==> config.mk <==
export PLATFORM = sky130hd
export DESIGN_NAME = rvsteel_mm_bus
export DESIGN_NICKNAME = d
export VERILOG_FILES = /design/src/rtl/rvsteel_bus_pkg.sv /design/src/rtl/rvsteel_rr_arbiter.sv /design/src/rtl/rvsteel_mm_bus.sv
export SDC_FILE = /design/constraint.sdc
export NUM_CORES = 1
export LEC_CHECK = 0
export CORE_AREA = 2 2 186 188
export DETAILED_ROUTE_END_ITERATION = 16
export DIE_AREA = 0 0 188 190
export GPL_ROUTABILITY_DRIVEN = 1
export PLACE_DENSITY = 0.68
export SLEW_MARGIN = 20
export SYNTH_ARGS = -nofsm -noshare
export SYNTH_HDL_FRONTEND = slang
export SYNTH_HIERARCHICAL = 1
export SYNTH_SLANG_ARGS = --single-unit
==> constraint.sdc <==
create_clock -name clock -period 9.35 [get_ports clock]
set_input_delay 2.805 -clock clock [delete_from_list [all_inputs] [get_ports clock]]
set_output_delay 2.805 -clock clock [all_outputs]
set_load 0.03 [all_outputs]
==> src/rtl/rvsteel_bus_pkg.sv <==
// Shared types and constants for the multi-manager system bus.
package rvsteel_bus_pkg;

    typedef enum logic [1:0] {
        ST_IDLE   = 2'd0,
        ST_ACTIVE = 2'd1,
        ST_FAULT  = 2'd2
    } bus_state_e;

    localparam int unsigned DEFAULT_TIMEOUT_CYCLES = 255;

    // Unsigned wrap-around makes addresses below the base fall outside the region.
    function automatic logic region_hit(input logic [31:0] addr,
                                        input logic [31:0] start,
                                        input logic [31:0] size);
        return (addr - start) < size;
    endfunction

endpackage

==> src/rtl/rvsteel_rr_arbiter.sv <==
// Round-robin grant: first requester at or after (last_grant + 1) mod NUM_MANAGERS.
module rvsteel_rr_arbiter #(
    parameter int unsigned NUM_MANAGERS = 2,
    parameter int unsigned IDX_W        = (NUM_MANAGERS > 1) ? $clog2(NUM_MANAGERS) : 1
) (
    input  logic [NUM_MANAGERS-1:0] request,
    input  logic [IDX_W-1:0]        last_grant,
    output logic [NUM_MANAGERS-1:0] grant,
    output logic [IDX_W-1:0]        grant_index,
    output logic                    grant_valid
);

    logic [31:0] candidate;

    always_comb begin
        grant       = '0;
        grant_index = '0;
        grant_valid = 1'b0;
        candidate   = '0;
        for (int unsigned i = 0; i < NUM_MANAGERS; i++) begin
            candidate = (32'(last_grant) + 32'd1 + 32'(i)) % 32'(NUM_MANAGERS);
            if (!grant_valid && request[candidate[IDX_W-1:0]]) begin
                grant_valid                     = 1'b1;
                grant_index                     = candidate[IDX_W-1:0];
                grant[candidate[IDX_W-1:0]]     = 1'b1;
            end
        end
    end

endmodule

==> src/rtl/rvsteel_mm_bus.sv <==
// Multi-manager memory-mapped bus: round-robin arbitration, region decode, access faults.
// Optional ACTIVE-state response timeout enabled by defining RVSTEEL_BUS_TIMEOUT_EN.
module rvsteel_mm_bus
    import rvsteel_bus_pkg::*;
#(
    parameter int unsigned NUM_MANAGERS   = 2,
    parameter int unsigned NUM_DEVICES    = 2,
    parameter int unsigned TIMEOUT_CYCLES = DEFAULT_TIMEOUT_CYCLES
) (
    input  logic                      clock,
    input  logic                      reset,
    input  logic [NUM_MANAGERS*32-1:0] manager_rw_address,
    output logic [NUM_MANAGERS*32-1:0] manager_read_data,
    input  logic [NUM_MANAGERS-1:0]    manager_read_request,
    output logic [NUM_MANAGERS-1:0]    manager_read_response,
    input  logic [NUM_MANAGERS*32-1:0] manager_write_data,
    input  logic [NUM_MANAGERS*4-1:0]  manager_write_strobe,
    input  logic [NUM_MANAGERS-1:0]    manager_write_request,
    output logic [NUM_MANAGERS-1:0]    manager_write_response,
    output logic [NUM_MANAGERS-1:0]    manager_access_fault,
    output logic [31:0]                device_rw_address,
    input  logic [NUM_DEVICES*32-1:0]  device_read_data,
    output logic [NUM_DEVICES-1:0]     device_read_request,
    input  logic [NUM_DEVICES-1:0]     device_read_response,
    output logic [31:0]                device_write_data,
    output logic [3:0]                 device_write_strobe,
    output logic [NUM_DEVICES-1:0]     device_write_request,
    input  logic [NUM_DEVICES-1:0]     device_write_response,
    input  logic [NUM_DEVICES*32-1:0]  device_start_address,
    input  logic [NUM_DEVICES*32-1:0]  device_region_size
);

    localparam int unsigned MGR_IDX_W = (NUM_MANAGERS > 1) ? $clog2(NUM_MANAGERS) : 1;
    localparam int unsigned DEV_IDX_W = (NUM_DEVICES > 1) ? $clog2(NUM_DEVICES) : 1;

    if (NUM_MANAGERS < 1 || NUM_MANAGERS > 8 || NUM_DEVICES < 1 || NUM_DEVICES > 16 ||
        TIMEOUT_CYCLES < 1) begin : g_bad_params
        $error("rvsteel_mm_bus: parameter out of range");
    end

    bus_state_e           state_q, state_d;
    logic [MGR_IDX_W-1:0] last_grant_q, last_grant_d;
    logic [MGR_IDX_W-1:0] grantee_q, grantee_d;
    logic [DEV_IDX_W-1:0] dev_index_q, dev_index_d;
    logic [31:0]          address_q, address_d;
    logic [31:0]          wdata_q, wdata_d;
    logic [3:0]           strobe_q, strobe_d;
    logic                 is_write_q, is_write_d;

    logic [NUM_MANAGERS-1:0] arb_grant;
    logic [MGR_IDX_W-1:0]    arb_index;
    logic                    arb_valid;

    logic [31:0]          sel_address, sel_wdata;
    logic [3:0]           sel_strobe;
    logic                 sel_write;
    logic                 dec_hit;
    logic [DEV_IDX_W-1:0] dec_index;
    logic                 dev_resp;
    logic [31:0]          dev_rdata;
    logic                 tmo_expired;

    rvsteel_rr_arbiter #(
        .NUM_MANAGERS (NUM_MANAGERS),
        .IDX_W        (MGR_IDX_W)
    ) u_arbiter (
        .request     (manager_read_request | manager_write_request),
        .last_grant  (last_grant_q),
        .grant       (arb_grant),
        .grant_index (arb_index),
        .grant_valid (arb_valid)
    );

    // Write wins when a manager raises read and write together.
    always_comb begin
        sel_address = '0;
        sel_wdata   = '0;
        sel_strobe  = '0;
        sel_write   = 1'b0;
        for (int unsigned m = 0; m < NUM_MANAGERS; m++) begin
            if (arb_grant[m]) begin
                sel_address = manager_rw_address[32*m +: 32];
                sel_wdata   = manager_write_data[32*m +: 32];
                sel_strobe  = manager_write_strobe[4*m +: 4];
                sel_write   = manager_write_request[m];
            end
        end
    end

    always_comb begin
        dec_hit   = 1'b0;
        dec_index = '0;
        for (int unsigned d = 0; d < NUM_DEVICES; d++) begin
            if (!dec_hit && region_hit(sel_address, device_start_address[32*d +: 32],
                                       device_region_size[32*d +: 32])) begin
                dec_hit   = 1'b1;
                dec_index = DEV_IDX_W'(d);
            end
        end
    end

    always_comb begin
        dev_resp  = 1'b0;
        dev_rdata = '0;
        for (int unsigned d = 0; d < NUM_DEVICES; d++) begin
            if (dev_index_q == DEV_IDX_W'(d)) begin
                dev_resp  = is_write_q ? device_write_response[d] : device_read_response[d];
                dev_rdata = device_read_data[32*d +: 32];
            end
        end
    end

`ifdef RVSTEEL_BUS_TIMEOUT_EN
    logic [31:0] tmo_count_q, tmo_count_d;

    assign tmo_expired = (tmo_count_q == 32'(TIMEOUT_CYCLES - 1));

    always_comb begin
        tmo_count_d = tmo_count_q;
        if (state_q != ST_ACTIVE)
            tmo_count_d = '0;
        else if (!tmo_expired)
            tmo_count_d = tmo_count_q + 32'd1;
    end

    always_ff @(posedge clock) begin
        if (reset) tmo_count_q <= '0;
        else       tmo_count_q <= tmo_count_d;
    end
`else
    assign tmo_expired = 1'b0;
`endif

    always_comb begin
        state_d      = state_q;
        last_grant_d = last_grant_q;
        grantee_d    = grantee_q;
        dev_index_d  = dev_index_q;
        address_d    = address_q;
        wdata_d      = wdata_q;
        strobe_d     = strobe_q;
        is_write_d   = is_write_q;
        case (state_q)
            ST_IDLE: begin
                if (arb_valid) begin
                    grantee_d   = arb_index;
                    address_d   = sel_address;
                    wdata_d     = sel_wdata;
                    strobe_d    = sel_strobe;
                    is_write_d  = sel_write;
                    dev_index_d = dec_index;
                    state_d     = dec_hit ? ST_ACTIVE : ST_FAULT;
                end
            end
            ST_ACTIVE: begin
                // A response in the expiry cycle completes normally.
                if (dev_resp) begin
                    last_grant_d = grantee_q;
                    state_d      = ST_IDLE;
                end else if (tmo_expired) begin
                    state_d = ST_FAULT;
                end
            end
            ST_FAULT: begin
                // Advancing the pointer keeps a repeatedly faulting manager from starving others.
                last_grant_d = grantee_q;
                state_d      = ST_IDLE;
            end
            default: state_d = ST_IDLE;
        endcase
    end

    always_ff @(posedge clock) begin
        if (reset) begin
            state_q      <= ST_IDLE;
            last_grant_q <= '0;
            grantee_q    <= '0;
            dev_index_q  <= '0;
            address_q    <= '0;
            wdata_q      <= '0;
            strobe_q     <= '0;
            is_write_q   <= 1'b0;
        end else begin
            state_q      <= state_d;
            last_grant_q <= last_grant_d;
            grantee_q    <= grantee_d;
            dev_index_q  <= dev_index_d;
            address_q    <= address_d;
            wdata_q      <= wdata_d;
            strobe_q     <= strobe_d;
            is_write_q   <= is_write_d;
        end
    end

    assign device_rw_address   = address_q;
    assign device_write_data   = wdata_q;
    assign device_write_strobe = strobe_q;

    always_comb begin
        device_read_request  = '0;
        device_write_request = '0;
        for (int unsigned d = 0; d < NUM_DEVICES; d++) begin
            if (state_q == ST_ACTIVE && dev_index_q == DEV_IDX_W'(d)) begin
                device_read_request[d]  = !is_write_q;
                device_write_request[d] = is_write_q;
            end
        end
    end

    always_comb begin
        manager_read_data      = '0;
        manager_read_response  = '0;
        manager_write_response = '0;
        manager_access_fault   = '0;
        for (int unsigned m = 0; m < NUM_MANAGERS; m++) begin
            if (grantee_q == MGR_IDX_W'(m)) begin
                if (state_q == ST_ACTIVE && dev_resp) begin
                    manager_read_response[m]  = !is_write_q;
                    manager_write_response[m] = is_write_q;
                    if (!is_write_q)
                        manager_read_data[32*m +: 32] = dev_rdata;
                end else if (state_q == ST_FAULT) begin
                    manager_read_response[m]  = !is_write_q;
                    manager_write_response[m] = is_write_q;
                    manager_access_fault[m]   = 1'b1;
                end
            end
        end
    end

endmodule

* After elaboration in Yosys (flattened, before gate mapping)
Index checks and enable logic that the tools add are counted.
Cells by class: $add $sub $neg 4, $mul 0, divide/modulo/power cells 0, order comparisons 6, equality and inequality tests 4, shifts and indexed selects 0, muxes and demuxes 55, bitwise gates (word level) 3, reductions and logical operators 15
Operator list (number):
- $mux W32 | 9
- $lt A32 B32 Y1 | 2
- $sub A32 B32 Y32 | 2
- $mux W1 | 35
- $mux W2 | 5
- $mux W4 | 2
- $logic_and A1 B1 Y1 | 7
- $reduce_and A2 Y1 | 3
- $lt A1 B2 Y1 const B | 2
- $ne A2 B2 Y1 const B | 2
- $or A2 B2 Y2 | 2
- $pmux W2 S2 | 1
- $logic_not A1 Y1 | 3
- $add A1 B1 Y1 const B | 2
- $demux W1 S1 | 2
- $eq A2 B1 Y1 const B | 1
- $eq A2 B2 Y1 const B | 1
- $ge A1 B1 Y1 const B | 2
- $logic_not A2 Y1 | 1
- $pmux W1 S2 | 1
- $reduce_bool A2 Y1 | 1
- $not A1 Y1 | 1
Storage, ports and cells: register bits 74, latch bits 0, memory bits (writable) 0, ROM bits 0, input port bits 338, logic and storage cells 95, memories kept 0

* Longest topological paths before layout
depth in word-level cells 19, mapped depth 28

* Hierarchy
Netlist, hierarchy kept.
By module, submodules not included:
- rvsteel_mm_bus | instances 1, cells each 1223, area each 8794.7 µm²
- rvsteel_rr_arbiter | instances 1, cells each 5, area each 32.5 µm²

* Worst setup path after synthesis
Ideal clock, no wire load.
path kind input to register, from input port manager_write_request[0], to register state_q[1], setup time 0.132 ns, arrival 7.415 ns, data required time 9.218 ns, slack 1.803 ns, stages 27, path buffers 3, cell sequence or2_2 a21boi_0 clkbuf_1 nor2b_1 clkbuf_1 clkbuf_1 a22oi_1 inv_1 ha_1 nor2b_1 o31a_1 o21a_1 o211ai_1 a21oi_1 o21ai_1 o21ai_0 a21oi_1 xnor2_1 ha_1 a21o_1 a21o_1 a21o_1 a21o_1 a21oi_1 nor2_1 o21ai_0 nor3_1
On the way: elaborated cells on any way between the ends 27, those cells by class add/sub: 2; order compare: 2; eq/ne: 1; mux: 15; bitwise: 2; reduce/logical: 5
RTL lines:
- from (decl) | RTL line rvsteel_mm_bus.sv:18 | input logic [NUM_MANAGERS-1:0] manager_write_request,
- $or A2 B2 Y2 (*) | RTL line rvsteel_mm_bus.sv:67 | .request (manager_read_request | manager_write_request),
- $mux W1 (not written as such) (2 in series) | RTL line rvsteel_rr_arbiter.sv:22 | if (!grant_valid && request[candidate[IDX_W-1:0]]) begin
- $mux W1 | RTL line rvsteel_rr_arbiter.sv:22
- $logic_not A1 Y1 | RTL line rvsteel_rr_arbiter.sv:22
- $logic_and A1 B1 Y1 | RTL line rvsteel_rr_arbiter.sv:22
- $mux W2 (*) | RTL line rvsteel_rr_arbiter.sv:22
- named net arb_grant[1] | RTL line rvsteel_mm_bus.sv:50 | logic [NUM_MANAGERS-1:0] arb_grant;
- $mux W32 (*) | RTL line rvsteel_mm_bus.sv:81 | if (arb_grant[m]) begin
- named net sel_address[1] | RTL line rvsteel_mm_bus.sv:54 | logic [31:0] sel_address, sel_wdata;
- [... 1 more ...]
- $lt A32 B32 Y1 | RTL line rvsteel_bus_pkg.sv:16 | return (addr - start) < size;
- $mux W1 | RTL line rvsteel_mm_bus.sv:94 | if (!dec_hit && region_hit(sel_address, device_start_address[32*d +: 32],
- $logic_not A1 Y1 | RTL line rvsteel_mm_bus.sv:94
- $logic_and A1 B1 Y1 | RTL line rvsteel_mm_bus.sv:94
- $mux W1 (*) | RTL line rvsteel_mm_bus.sv:94
- $mux W2 (*) | RTL line rvsteel_mm_bus.sv:152 | state_d = dec_hit ? ST_ACTIVE : ST_FAULT;
- $mux W2 (*) | RTL line rvsteel_mm_bus.sv:145 | if (arb_valid) begin
- $pmux W2 S2 (*) | RTL line rvsteel_mm_bus.sv:143 | case (state_q)
- to (signal assigned) | RTL line rvsteel_mm_bus.sv:184 | state_q <= state_d;
- to (decl) | RTL line rvsteel_mm_bus.sv:41 | bus_state_e state_q, state_d;
The timed path passes the listed nets; every way through them passes the cells marked *. The select of a mux whose other input is x is not followed. A chain may end at the register's enable or synchronous reset.

* Final worst setup path
from input port manager_write_request[1], to register state_q[0]
On the way: longest elaborated chain between the ends 18, elaborated cells on any way between the ends 27, those cells by class add/sub: 2; order compare: 2; eq/ne: 1; mux: 15; bitwise: 2; reduce/logical: 5
RTL lines (RTL line):
- $or A2 B2 Y2 (*) | rvsteel_mm_bus.sv:67
- $mux W1 (not written as such) (2 in series) | rvsteel_rr_arbiter.sv:22
- $mux W1 | rvsteel_rr_arbiter.sv:22
- $logic_not A1 Y1 | rvsteel_rr_arbiter.sv:22
- $logic_and A1 B1 Y1 | rvsteel_rr_arbiter.sv:22
- $mux W2 (*) | rvsteel_rr_arbiter.sv:22
- named net arb_grant[0] | rvsteel_mm_bus.sv:50
- $mux W32 (*) (2 in series) | rvsteel_mm_bus.sv:81
- named net sel_address[5] | rvsteel_mm_bus.sv:54
- [... 1 more ...]
- $lt A32 B32 Y1 | rvsteel_bus_pkg.sv:16
- $mux W1 | rvsteel_mm_bus.sv:94
- $logic_not A1 Y1 | rvsteel_mm_bus.sv:94
- $logic_and A1 B1 Y1 | rvsteel_mm_bus.sv:94
- $mux W1 (*) | rvsteel_mm_bus.sv:94
- $mux W2 (*) | rvsteel_mm_bus.sv:152
- $mux W2 (*) | rvsteel_mm_bus.sv:145
- $pmux W2 S2 (*) | rvsteel_mm_bus.sv:143
Marks and branches as above.

==> impl_results.md <==
* Final Max Tran Viols at 0
* Library cells used by synthesis at 65
* Leak at 6.41 nW
* Seq/Total Area, Yosys at 16.8%
* Final critical-path required period at 8.21 ns
* Crit-path max FO at 20
* Top cell type's share of synthesized area at 17.6%
* Critical Path AT at 8.44 ns
* IO Port Bufs at 479
* CTS tree: built
* Syn avg cell area at 7.19 µm²
* GRT Total Usage at 21.2%
* Clock Tree Buf Depth at 2
* Layout net count at 2133
* CP startpoint: manager_write_request[1]
* Share of layout cells above drive strength 1 at 2.93%
* Setup crit end kind: flop
* CTS Hold Bufs at 0
* HP Class: reg -> reg
* WHS Path Cells at 2
* Synth area leaders: ha_1 18%, dfxtp_1 17%, nor2_1 6.2%
* Routed len/inst at 18.5 µm
* Pre-antenna DRT Iters at 6
* Number of global-route vias before repair at 10100
* Critical Path Sink: state_q[0]
* First-pass GRT wire length at 58800 µm
* Wire length on met1 at 18000 µm
* Top Ports at 480
* Post-DRT Antenna Nets at 0
* Standard-cell rows at 68
* Commonest cells in the netlist: 145 x nor2_1, 143 x inv_1, 124 x ha_1, 110 x nand2_1, 94 x a21oi_1
* Die area at 0.0357 mm²
* Worst R2R End: state_q[0]
* Area Overhead vs Synth at 63.0%
* CTS H-tree depth at 3
* Slew headroom at 41.5%
* Via count at 10400
* DR vias/cell at 4.88
* Final Cycle Share at 87.8%
* Final setup viols at 0
* Die width at 188 µm
* Status: completed
* Detailed Route WL at 39500 µm
* Starting density of the core at 26.0%
* Worst EP required at 9.58 ns
* Hold_ws at 0.450 ns
* Reg2Reg Depth at 22
* Synthesized area at 0.00883 mm²
* Post-synth ARST share at 0%
* Core ar. at 0.0339 mm²
* Peak supply drop at 0.138 mV
* Setup TNS at 0 ns
* Post-CTS Setup Repair Bufs at 0
* R2R setup slack at 3.85 ns
* CP Class: in -> reg
* Largest net degree at the start of global routing at 76
* Largest area contributor in the netlist: ha_1
* Max layer used: met5
* Clk pin slew, worst setup/hold paths at 0.06 ns
* Worst slew pin tran at 0.878 ns
* Clock Sinks at 74
* Seq cells post-synth at 74
* Detailed placement HPWL at 33300 µm
* Power Dens Cells at 188 mW/mm²
* Die H at 190 µm
* Met3 WL at 2060 µm
* Fill cell count at 3408
* Yosys warns at 6
* DR iter-0 viols at 667
* Worst skew pair latency at 0.34 ns
* RSZ-0062 raised after global routing: no
* Main synth FF type: dfxtp_1
* Worst R2R Start: last_grant_q
* RD Place Congestion at 0.936
* Initial antenna violation count at 5
* Syn_nets at 1692
* Total CTS buffers at 9
* Final-report hold violation count at 0
* Final Core Density at 42.4%
* Critical Path Source Type: primary input
* Drt drc at 0
* Clock root buffer master: clkbuf_16
* Max Clk Rate at 122 MHz
* Count leader, synth: nor2_1
* Post-synth EDFFs at 0
* Grt ovf at 0
* Setup Skew at 0.00736 ns
* Max Cap Violations at 0
* Post-Syn Instances at 1228
* DR WL met2 at 18300 µm
* CTS-repair resized insts at 0
[state kept, by name, indices dropped and copies added, names as in the netlist]
signal,cells
dev_index_q,1
device_rw_address,32
device_write_data,32
device_write_strobe,4
grantee_q,1
is_write_q,1
last_grant_q,1
state_q,2
[placed cells by master, fill, tap and decap left out, types with 16 or more instances in the layout]
cell             instances
a22o_1                  28
nor2_1                 145
o21ai_0                 29
nor2b_1                 16
dfxtp_1                 73
a21oi_1                 94
nand2_1                109
xor2_1                  17
mux2i_1                 35
nand4_1                 19
xnor2_1                 36
nor3_1                  48
inv_1                  143
a221oi_1                38
ha_1                   124
a21o_1                  54
clkdlybuf4s50_1        478
[worst max-delay path, cell delays in order]
cell and delay [ns]:
clkdlybuf4s50_1 0.42, or2_2 0.34, a21boi_1 0.19, nor2b_4 0.21
buf_4 0.28, a22o_1 0.31, ha_1 0.33, a21o_1 0.22
a221o_1 0.40, o211ai_2 0.20, o211ai_2 0.14, and2_2 0.23
a21o_1 0.17, a21oi_1 0.18, xnor2_1 0.11, ha_1 0.30
nand4_1 0.14, a2111oi_0 0.37, o21ai_0 0.20, a211o_1 0.32
o211ai_1 0.18, o21ai_0 0.20, a21o_1 0.19
[how the worst min path moves through the flow]
stage	end	slack [ns]	startpoint
2_1_floorplan	last_grant_q	0.49	last_grant_q
3_3_place_gp	device_rw_address[15]	0.44	device_rw_address[15]
3_5_place_dp	device_rw_address[15]	0.45	device_rw_address[15]
4_1_cts	device_rw_address[15]	0.45	device_rw_address[15]
5_1_grt	device_rw_address[5]	0.48	device_rw_address[5]
6_report	device_rw_address[15]	0.45	device_rw_address[15]
[kinds of logic after synthesis]
kind of cell / after synthesis / synth area share, %
AO/OA/AOI/OAI: 336 / 26.4
XOR/XNOR: 53 / 5.26
adder cells (fa/ha/maj): 126 / 18.0
buffers and inverters: 203 / 8.66
flip-flops: 74 / 16.8
multiplexers: 36 / 4.22
AND/OR/NAND/NOR: 400 / 20.7
[report_power, final]
part | leakage [nW] | total (W) | internal, W | switching, W
registers | 0.613 | 0.000482 | 0.000414 | 0.0000677
clock network | 0.153 | 0.000381 | 0.000235 | 0.000146
logic | 5.65 | 0.00185 | 0.000790 | 0.00106
total | 6.41 | 0.00271 | 0.00144 | 0.00127
[layer usage]
layer / GRT usage (%) / up-vias
li1: - / 5219
met3: 3.28 / 57
met2: 34.4 / 356
met5: 0 / -
met1: 28.3 / 4770
met4: 7.45 / 4
[final cells by class]
class	instances	area [µm²]	area share [%]
antenna	3	7.51	0.0522
clock buffer	10	229	1.59
clock inverter	6	90.1	0.626
inverter	143	537	3.73
multi-input combinational	951	6600	45.9
sequential	74	1480	10.3
tap	455	569	3.96
timing repair buffer	490	4870	33.9
[metrics by stage]
step | power (W) | setup WS [ns] | cell area, µm² | instances
2_1_floorplan | 0.00164 | 1.80 | 8830 | 1228
3_3_place_gp | 0.00230 | 0.934 | 14100 | 2113
3_5_place_dp | 0.00233 | 0.679 | 14100 | 2113
4_1_cts | 0.00273 | 1.06 | 14400 | 2129
5_1_grt | 0.00291 | 0.672 | 14400 | 2132
6_report | 0.00271 | 1.14 | 14400 | 2132
(Power assumes the default switching activity.)
